[config.mk]
export PLATFORM = sky130hd
export DESIGN_NAME = stopwatch_digit_src_flat
export DESIGN_NICKNAME = d
export VERILOG_FILES = /design/src/rtl/stopwatch_digit_src_if.sv /design/src/rtl/stopwatch_digit_src.sv /design/src/flat_wrapper.sv
export SDC_FILE = /design/constraint.sdc
export NUM_CORES = 1
export LEC_CHECK = 0
export BUFFER_PORTS_ARGS = -buffer_cell sky130_fd_sc_hd__buf_2
export CAP_MARGIN = 20
export CORE_MARGIN = 2
export CORE_UTILIZATION = 40
export DETAILED_ROUTE_END_ITERATION = 12
export PLACE_DENSITY = 0.56
export REMOVE_ABC_BUFFERS = 1
export SLEW_MARGIN = 20
export SYNTH_ARGS = -nofsm -noshare
export SYNTH_HDL_FRONTEND = slang
export SYNTH_SLANG_ARGS = --single-unit
export TNS_END_PERCENT = 1
[constraint.sdc]
create_clock -name clk -period 6.1 [get_ports clk]
set_input_delay 0.305 -clock clk [delete_from_list [all_inputs] [get_ports clk]]
set_output_delay 0.305 -clock clk [all_outputs]
set_load 0.05 [all_outputs]
[src/rtl/stopwatch_digit_src_if.sv]
// Button pulses in, BCD digits and scan index out, between the stopwatch core and its neighbours.
interface stopwatch_digit_src_if;
   logic       btn_start;
   logic       btn_clear;
   logic       btn_lap;
   logic [3:0] in0;
   logic [3:0] in1;
   logic [3:0] in2;
   logic [3:0] in3;
   logic [1:0] ssd_ctl_en;
   logic       running;
   logic       lap_active;

   // Controller side: issues button pulses and watches the display outputs.
   modport master (
      output btn_start, btn_clear, btn_lap,
      input  in0, in1, in2, in3, ssd_ctl_en, running, lap_active
   );

   // Stopwatch core side.
   modport slave (
      input  btn_start, btn_clear, btn_lap,
      output in0, in1, in2, in3, ssd_ctl_en, running, lap_active
   );
endinterface

[src/rtl/stopwatch_digit_src.sv]
// MM:SS stopwatch core: one-second prescaler, BCD time counter, run/pause/clear control with
// lap-hold, and a free-running digit-scan index for the seven-segment scan stage.
module stopwatch_digit_src #(
   parameter int unsigned TICK_DIV = 100_000_000,
   parameter int unsigned SCAN_DIV = 100_000
) (
   input logic                   clk,
   input logic                   rst_n,
   stopwatch_digit_src_if.slave  bus
);

   // Keep counters at least one bit wide so a divider of 1 still elaborates.
   localparam int unsigned TickW = (TICK_DIV > 1) ? $clog2(TICK_DIV) : 1;
   localparam int unsigned ScanW = (SCAN_DIV > 1) ? $clog2(SCAN_DIV) : 1;
   localparam logic [TickW-1:0] TickMax = TickW'(TICK_DIV - 1);
   localparam logic [ScanW-1:0] ScanMax = ScanW'(SCAN_DIV - 1);

   localparam logic [1:0] StIdle  = 2'd0;
   localparam logic [1:0] StRun   = 2'd1;
   localparam logic [1:0] StPause = 2'd2;

   logic [1:0]       r_state;
   logic [1:0]       w_state_d;
   logic [TickW-1:0] r_presc;
   logic [3:0]       r_sec1;
   logic [3:0]       r_sec10;
   logic [3:0]       r_min1;
   logic [3:0]       r_min10;
   logic [15:0]      r_snap;
   logic             r_lap_on;
   logic [ScanW-1:0] r_scan_div;
   logic [1:0]       r_scan_idx;

   logic             w_run;
   logic             w_pause;
   logic             w_tick;
   logic             w_clear;
   logic [15:0]      w_live;
   logic [15:0]      w_disp;

   assign w_run   = (r_state == StRun);
   assign w_pause = (r_state == StPause);
   assign w_tick  = w_run && (r_presc == TickMax);
   // Clear is only honoured while paused, and then overrides a simultaneous start.
   assign w_clear = w_pause && bus.btn_clear;
   assign w_live  = {r_min10, r_min1, r_sec10, r_sec1};

   // Next-state decode for the run/pause/clear controller.
   always_comb begin
      w_state_d = r_state;
      case (r_state)
         StIdle:  if (bus.btn_start) w_state_d = StRun;
         StRun:   if (bus.btn_start) w_state_d = StPause;
         StPause: begin
            if (bus.btn_clear)      w_state_d = StIdle;
            else if (bus.btn_start) w_state_d = StRun;
         end
         default: w_state_d = StIdle;
      endcase
   end

   // Controller state register.
   always_ff @(posedge clk or negedge rst_n) begin
      if (!rst_n) r_state <= StIdle;
      else        r_state <= w_state_d;
   end

   // Prescaler advances only in RUN and holds in PAUSE so a partial second carries over.
   always_ff @(posedge clk or negedge rst_n) begin
      if (!rst_n) begin
         r_presc <= '0;
      end else if (w_clear) begin
         r_presc <= '0;
      end else if (w_run) begin
         r_presc <= w_tick ? '0 : r_presc + TickW'(1);
      end
   end

   // Live time in BCD; each digit rolls over at its own limit and carries to the next.
   always_ff @(posedge clk or negedge rst_n) begin
      if (!rst_n) begin
         r_sec1  <= '0;
         r_sec10 <= '0;
         r_min1  <= '0;
         r_min10 <= '0;
      end else if (w_clear) begin
         r_sec1  <= '0;
         r_sec10 <= '0;
         r_min1  <= '0;
         r_min10 <= '0;
      end else if (w_tick) begin
         if (r_sec1 != 4'd9) begin
            r_sec1 <= r_sec1 + 4'd1;
         end else begin
            r_sec1 <= '0;
            if (r_sec10 != 4'd5) begin
               r_sec10 <= r_sec10 + 4'd1;
            end else begin
               r_sec10 <= '0;
               if (r_min1 != 4'd9) begin
                  r_min1 <= r_min1 + 4'd1;
               end else begin
                  r_min1 <= '0;
                  r_min10 <= (r_min10 != 4'd5) ? r_min10 + 4'd1 : 4'd0;
               end
            end
         end
      end
   end

   // Lap-hold: snapshot captures the pre-tick live time; a second press releases the hold.
   always_ff @(posedge clk or negedge rst_n) begin
      if (!rst_n) begin
         r_lap_on <= 1'b0;
         r_snap   <= '0;
      end else if (w_clear) begin
         r_lap_on <= 1'b0;
         r_snap   <= '0;
      end else if (bus.btn_lap) begin
         if (w_run && !r_lap_on) begin
            r_lap_on <= 1'b1;
            r_snap   <= w_live;
         end else if ((w_run || w_pause) && r_lap_on) begin
            r_lap_on <= 1'b0;
         end
      end
   end

   // Free-running scan divider; the 2-bit index wraps 3 -> 0 on its own.
   always_ff @(posedge clk or negedge rst_n) begin
      if (!rst_n) begin
         r_scan_div <= '0;
         r_scan_idx <= '0;
      end else if (r_scan_div == ScanMax) begin
         r_scan_div <= '0;
         r_scan_idx <= r_scan_idx + 2'd1;
      end else begin
         r_scan_div <= r_scan_div + ScanW'(1);
      end
   end

   // Display source select; both candidates are registers, so outputs stay register-driven.
   always_comb begin
      w_disp = w_live;
      if (r_lap_on) w_disp = r_snap;
   end

   assign bus.in0        = w_disp[15:12];
   assign bus.in1        = w_disp[11:8];
   assign bus.in2        = w_disp[7:4];
   assign bus.in3        = w_disp[3:0];
   assign bus.ssd_ctl_en = r_scan_idx;
   assign bus.running    = w_run;
   assign bus.lap_active = r_lap_on;

endmodule

[src/flat_wrapper.sv]
// flat-port wrapper written by rule: the top's interface ports become plain ports
module stopwatch_digit_src_flat 
#(
   parameter int unsigned TICK_DIV = 100_000_000,
   parameter int unsigned SCAN_DIV = 100_000
)
  (clk, rst_n, bus_btn_start, bus_btn_clear, bus_btn_lap, bus_in0, bus_in1, bus_in2, bus_in3, bus_ssd_ctl_en, bus_running, bus_lap_active);
  stopwatch_digit_src_if bus_i ();
  input logic clk;
  input logic rst_n;
  input wire logic [$bits(bus_i.btn_start)-1:0] bus_btn_start;
  input wire logic [$bits(bus_i.btn_clear)-1:0] bus_btn_clear;
  input wire logic [$bits(bus_i.btn_lap)-1:0] bus_btn_lap;
  output wire logic [$bits(bus_i.in0)-1:0] bus_in0;
  output wire logic [$bits(bus_i.in1)-1:0] bus_in1;
  output wire logic [$bits(bus_i.in2)-1:0] bus_in2;
  output wire logic [$bits(bus_i.in3)-1:0] bus_in3;
  output wire logic [$bits(bus_i.ssd_ctl_en)-1:0] bus_ssd_ctl_en;
  output wire logic [$bits(bus_i.running)-1:0] bus_running;
  output wire logic [$bits(bus_i.lap_active)-1:0] bus_lap_active;
  assign bus_i.btn_start = bus_btn_start;
  assign bus_i.btn_clear = bus_btn_clear;
  assign bus_i.btn_lap = bus_btn_lap;
  assign bus_in0 = bus_i.in0;
  assign bus_in1 = bus_i.in1;
  assign bus_in2 = bus_i.in2;
  assign bus_in3 = bus_i.in3;
  assign bus_ssd_ctl_en = bus_i.ssd_ctl_en;
  assign bus_running = bus_i.running;
  assign bus_lap_active = bus_i.lap_active;
  stopwatch_digit_src #(.TICK_DIV(TICK_DIV), .SCAN_DIV(SCAN_DIV)) u_core (.clk(clk), .rst_n(rst_n), .bus(bus_i));
endmodule
==> results.json <==
{
  "run_status": "finished, violations left",
  "failed_checks": "negative hold slack",
  "cts_sinks": 81,
  "whs_ps": -18.14,
  "syn-mean-instance-area_um2": 9.388,
  "worstPathCellList": "inv_1 > ha_1 > buf_4 > nor4bb_1 > nand4_1 > o21a_1 > or3_1 > o31ai_1",
  "hold_viol": 10,
  "worst_pin_slew_ps": 849.3,
  "synth-edff-count": 0,
  "setup_tns_ps": 0,
  "area.growth.synth_to_final_pct": 10.74,
  "ys_seq_area_share_pct": 46.63,
  "overflow": 0,
  "grt_pass1_wl_mm": 15.48,
  "grt_usage_pct": 16.67,
  "ios": 25,
  "clkTransAtPathRegs_ps": 90,
  "dp_slack_ps": 3379,
  "cts_buffers": 9,
  "drive_gt1_share_pct": 12.50,
  "cts_htree_levels": 3,
  "fin_cells": 628,
  "num_rows": 38,
  "cap_violations": 0,
  "crit_type": "reg -> reg",
  "synthArstFlopShare_pct": 100.0,
  "holdBufCountCts": 0,
  "fin_ws_ps": 3348,
  "finalCritPeriodShare_pct": 45.11,
  "io_buffers": 24,
  "fp.coreArea_um2": 10700,
  "antenna_found_initial": 0,
  "viasPerCell": 5.379,
  "clock_path_buffers": 2,
  "p_leak_nw": 2.196,
  "crit_cells": 8,
  "cts_tree": "yes",
  "initial_utilization_pct": 40.63,
  "final_antenna_net_count": 0,
  "cts.repair.resized": 0,
  "wl_per_cell_um": 14.60,
  "place_congestion": 0.8549,
  "hold_class": "in -> async",
  "critPathLaunchType": "flop",
  "grt_max_degree": 82,
  "synth_cells": 463,
  "power_density_nw_per_um2": 297.4,
  "fp.dieH_um": 108.2,
  "arrival_ps": 3010,
  "fin_nets": 502,
  "vdd_drop_max_mv": 0.1682,
  "max_freq_mhz": 363.4,
  "fp.dieW_um": 108.2,
  "yosysWarnings": 0,
  "dp_hpwl_mm": 6.105,
  "crit_slowest_cell": "or3_1",
  "placedCellCount": 612,
  "first_iter_violations": 134,
  "cts_setup_buffers": 0,
  "path_max_fanout": 26,
  "drc_errors": 0,
  "diodes": 0,
  "die_area_um2": 11720,
  "end_kind": "flop",
  "first_pass_iters": 5,
  "setup_viol": 0,
  "worstSkewPairLatency_ps": 350,
  "slew_headroom_pct": 43.38,
  "wirelength_mm": 9.169,
  "first_global_vias": 3180,
  "post-route-min-period_ps": 2752,
  "vias": 3378,
  "path_delay_family": "simple AND/OR/NAND/NOR gates",
  "rsz0062_at_grt": "false",
  "crit_required_ps": 6360,
  "slowest_delay_ps": 470,
  "cp_num_buf_inv": 2,
  "synth_top_flop_cell": "dfrtp_1",
  "skew_ps": 8.556,
  "synth_cell_types": 44,
  "synth-seq-cells": 81,
  "worstRegToRegCells": 8,
  "clockRootBuffer": "clkbuf_8",
  "n_fill_cell": 1035,
  "maxSlewViolCount": 0,
  "syn-cell-area_um2": 4347
}
power by group:
group          switching (mW)  leakage [nW]  internal [mW]  total, mW
logic                   0.231         0.981          0.108      0.339
registers              0.0726          1.10          0.580      0.653
clock network           0.204         0.112          0.235      0.440
cells by family after synthesis:
kind of cell    count (synthesis)  synth area share, %
simple gates                  214                25.59
flops                          81                46.63
compound gates                 79                10.74
xor+xnor                       34                6.851
buf+inv                        27                2.591
mux                            14                3.569
fa+ha+maj                      14                4.030
synth_stat cells, types with 3 or more instances:
| cell | n | area share (%) |
|---|---|---|
| dfrtp_1 | 81 | 47 |
| nand2_1 | 67 | 5.8 |
| nor2_1 | 44 | 3.8 |
| a21oi_1 | 26 | 3.0 |
| o21ai_0 | 26 | 3.0 |
| xor2_1 | 24 | 4.8 |
| nand3_1 | 23 | 2.6 |
| ha_1 | 14 | 4.0 |
| and3_1 | 13 | 1.9 |
| mux2_2 | 12 | 3.1 |
| nand4_1 | 12 | 1.7 |
| clkbuf_1 | 10 | 0.86 |
| inv_1 | 10 | 0.86 |
| xnor2_1 | 10 | 2.0 |
| o31ai_1 | 9 | 1.6 |
| and2_1 | 8 | 1.2 |
| and4_1 | 7 | 1.4 |
| nand3b_1 | 6 | 1.0 |
| nor4_1 | 6 | 0.86 |
| nand2b_1 | 4 | 0.58 |
| nor4b_1 | 4 | 0.81 |
| o41ai_1 | 4 | 0.81 |
| a31o_2 | 3 | 0.60 |
| buf_1 | 3 | 0.26 |
| nor3_1 | 3 | 0.35 |
| o21ai_1 | 3 | 0.35 |
| or3_1 | 3 | 0.43 |
stage by stage:
stage	instance area [µm²]	util (%)	hold slack, ps	power, mW
floorplan	4272	-	9.409	0.8967
CTS	4810	44.96	153.4	1.455
global route	4813	44.99	47.86	1.522
finish	4813	44.99	-18.14	1.432
global placement	4584	42.85	458.3	0.9946
detailed placement	4584	42.85	464.7	1.006
path summary, 6_finish.rpt:
path	slack (ps)	to	startpoint
max	3350	u_core.r_sec10[3]	u_core.r_state[1]
min	-20	u_core.r_snap[12]	rst_n
max reg2reg	3350	u_core.r_sec10[3]	u_core.r_state[1]
min reg2reg	480	u_core.bus.ssd_ctl_en[1]	u_core.bus.ssd_ctl_en[1]
max in group asynchronous	5610	u_core.r_presc[7]	rst_n
min in group clk	170	u_core.r_state[1]	bus_btn_start
per-layer routing:
| metal | vias to the layer above | wire (µm) | track usage [%] |
|---|---|---|---|
| met5 | - | 0 | 0 |
| met4 | 0 | 55 | 4.670 |
| met3 | 4 | 296 | 3.797 |
| met2 | 48 | 4325 | 26.77 |
| met1 | 1655 | 4491 | 22.69 |
| li1 | 1671 | - | - |
flip-flops by register name (all words and copies together), names as in the netlist:
signal and cells:
u_core.bus.ssd_ctl_en 2, u_core.r_min1 4, u_core.bus.lap_active 1, u_core.r_state 2
u_core.r_presc 27, u_core.r_sec1 4, u_core.r_min10 4, u_core.r_sec10 4
u_core.r_snap 16, u_core.r_scan_div 17
layout by cell type (no fill, tap or decap), types with 7 or more instances in the layout:
master / n
and3_1: 13
mux2_2: 12
and2_1: 8
nand4_1: 12
nor2_1: 44
xor2_1: 24
inv_1: 10
ha_1: 14
and4_1: 7
a21oi_1: 26
o31ai_1: 9
buf_2: 23
o21ai_0: 26
nand2_1: 67
clkbuf_8: 9
xnor2_1: 10
dfrtp_1: 81
nand3_1: 23
layout make-up:
| type | count | area, µm² | share of cell area (%) |
|---|---|---|---|
| Multi-Input combinational cell | 355 | 2207 | 45.85 |
| Sequential cell | 81 | 2027 | 42.11 |
| Tap cell | 140 | 175.2 | 3.639 |
| Timing Repair Buffer | 26 | 141.4 | 2.937 |
| Clock buffer | 9 | 123.9 | 2.573 |
| Clock inverter | 7 | 101.3 | 2.106 |
| Inverter | 10 | 37.54 | 0.7798 |
worst register-to-register path, stage by stage, from the launching register on:
cell	delay, ps
dfrtp_1	420
inv_1	90
ha_1	140
buf_4	250
nor4bb_1	340
nand4_1	240
o21a_1	460
or3_1	470
o31ai_1	250
Power figures use the tool's default switching activity.
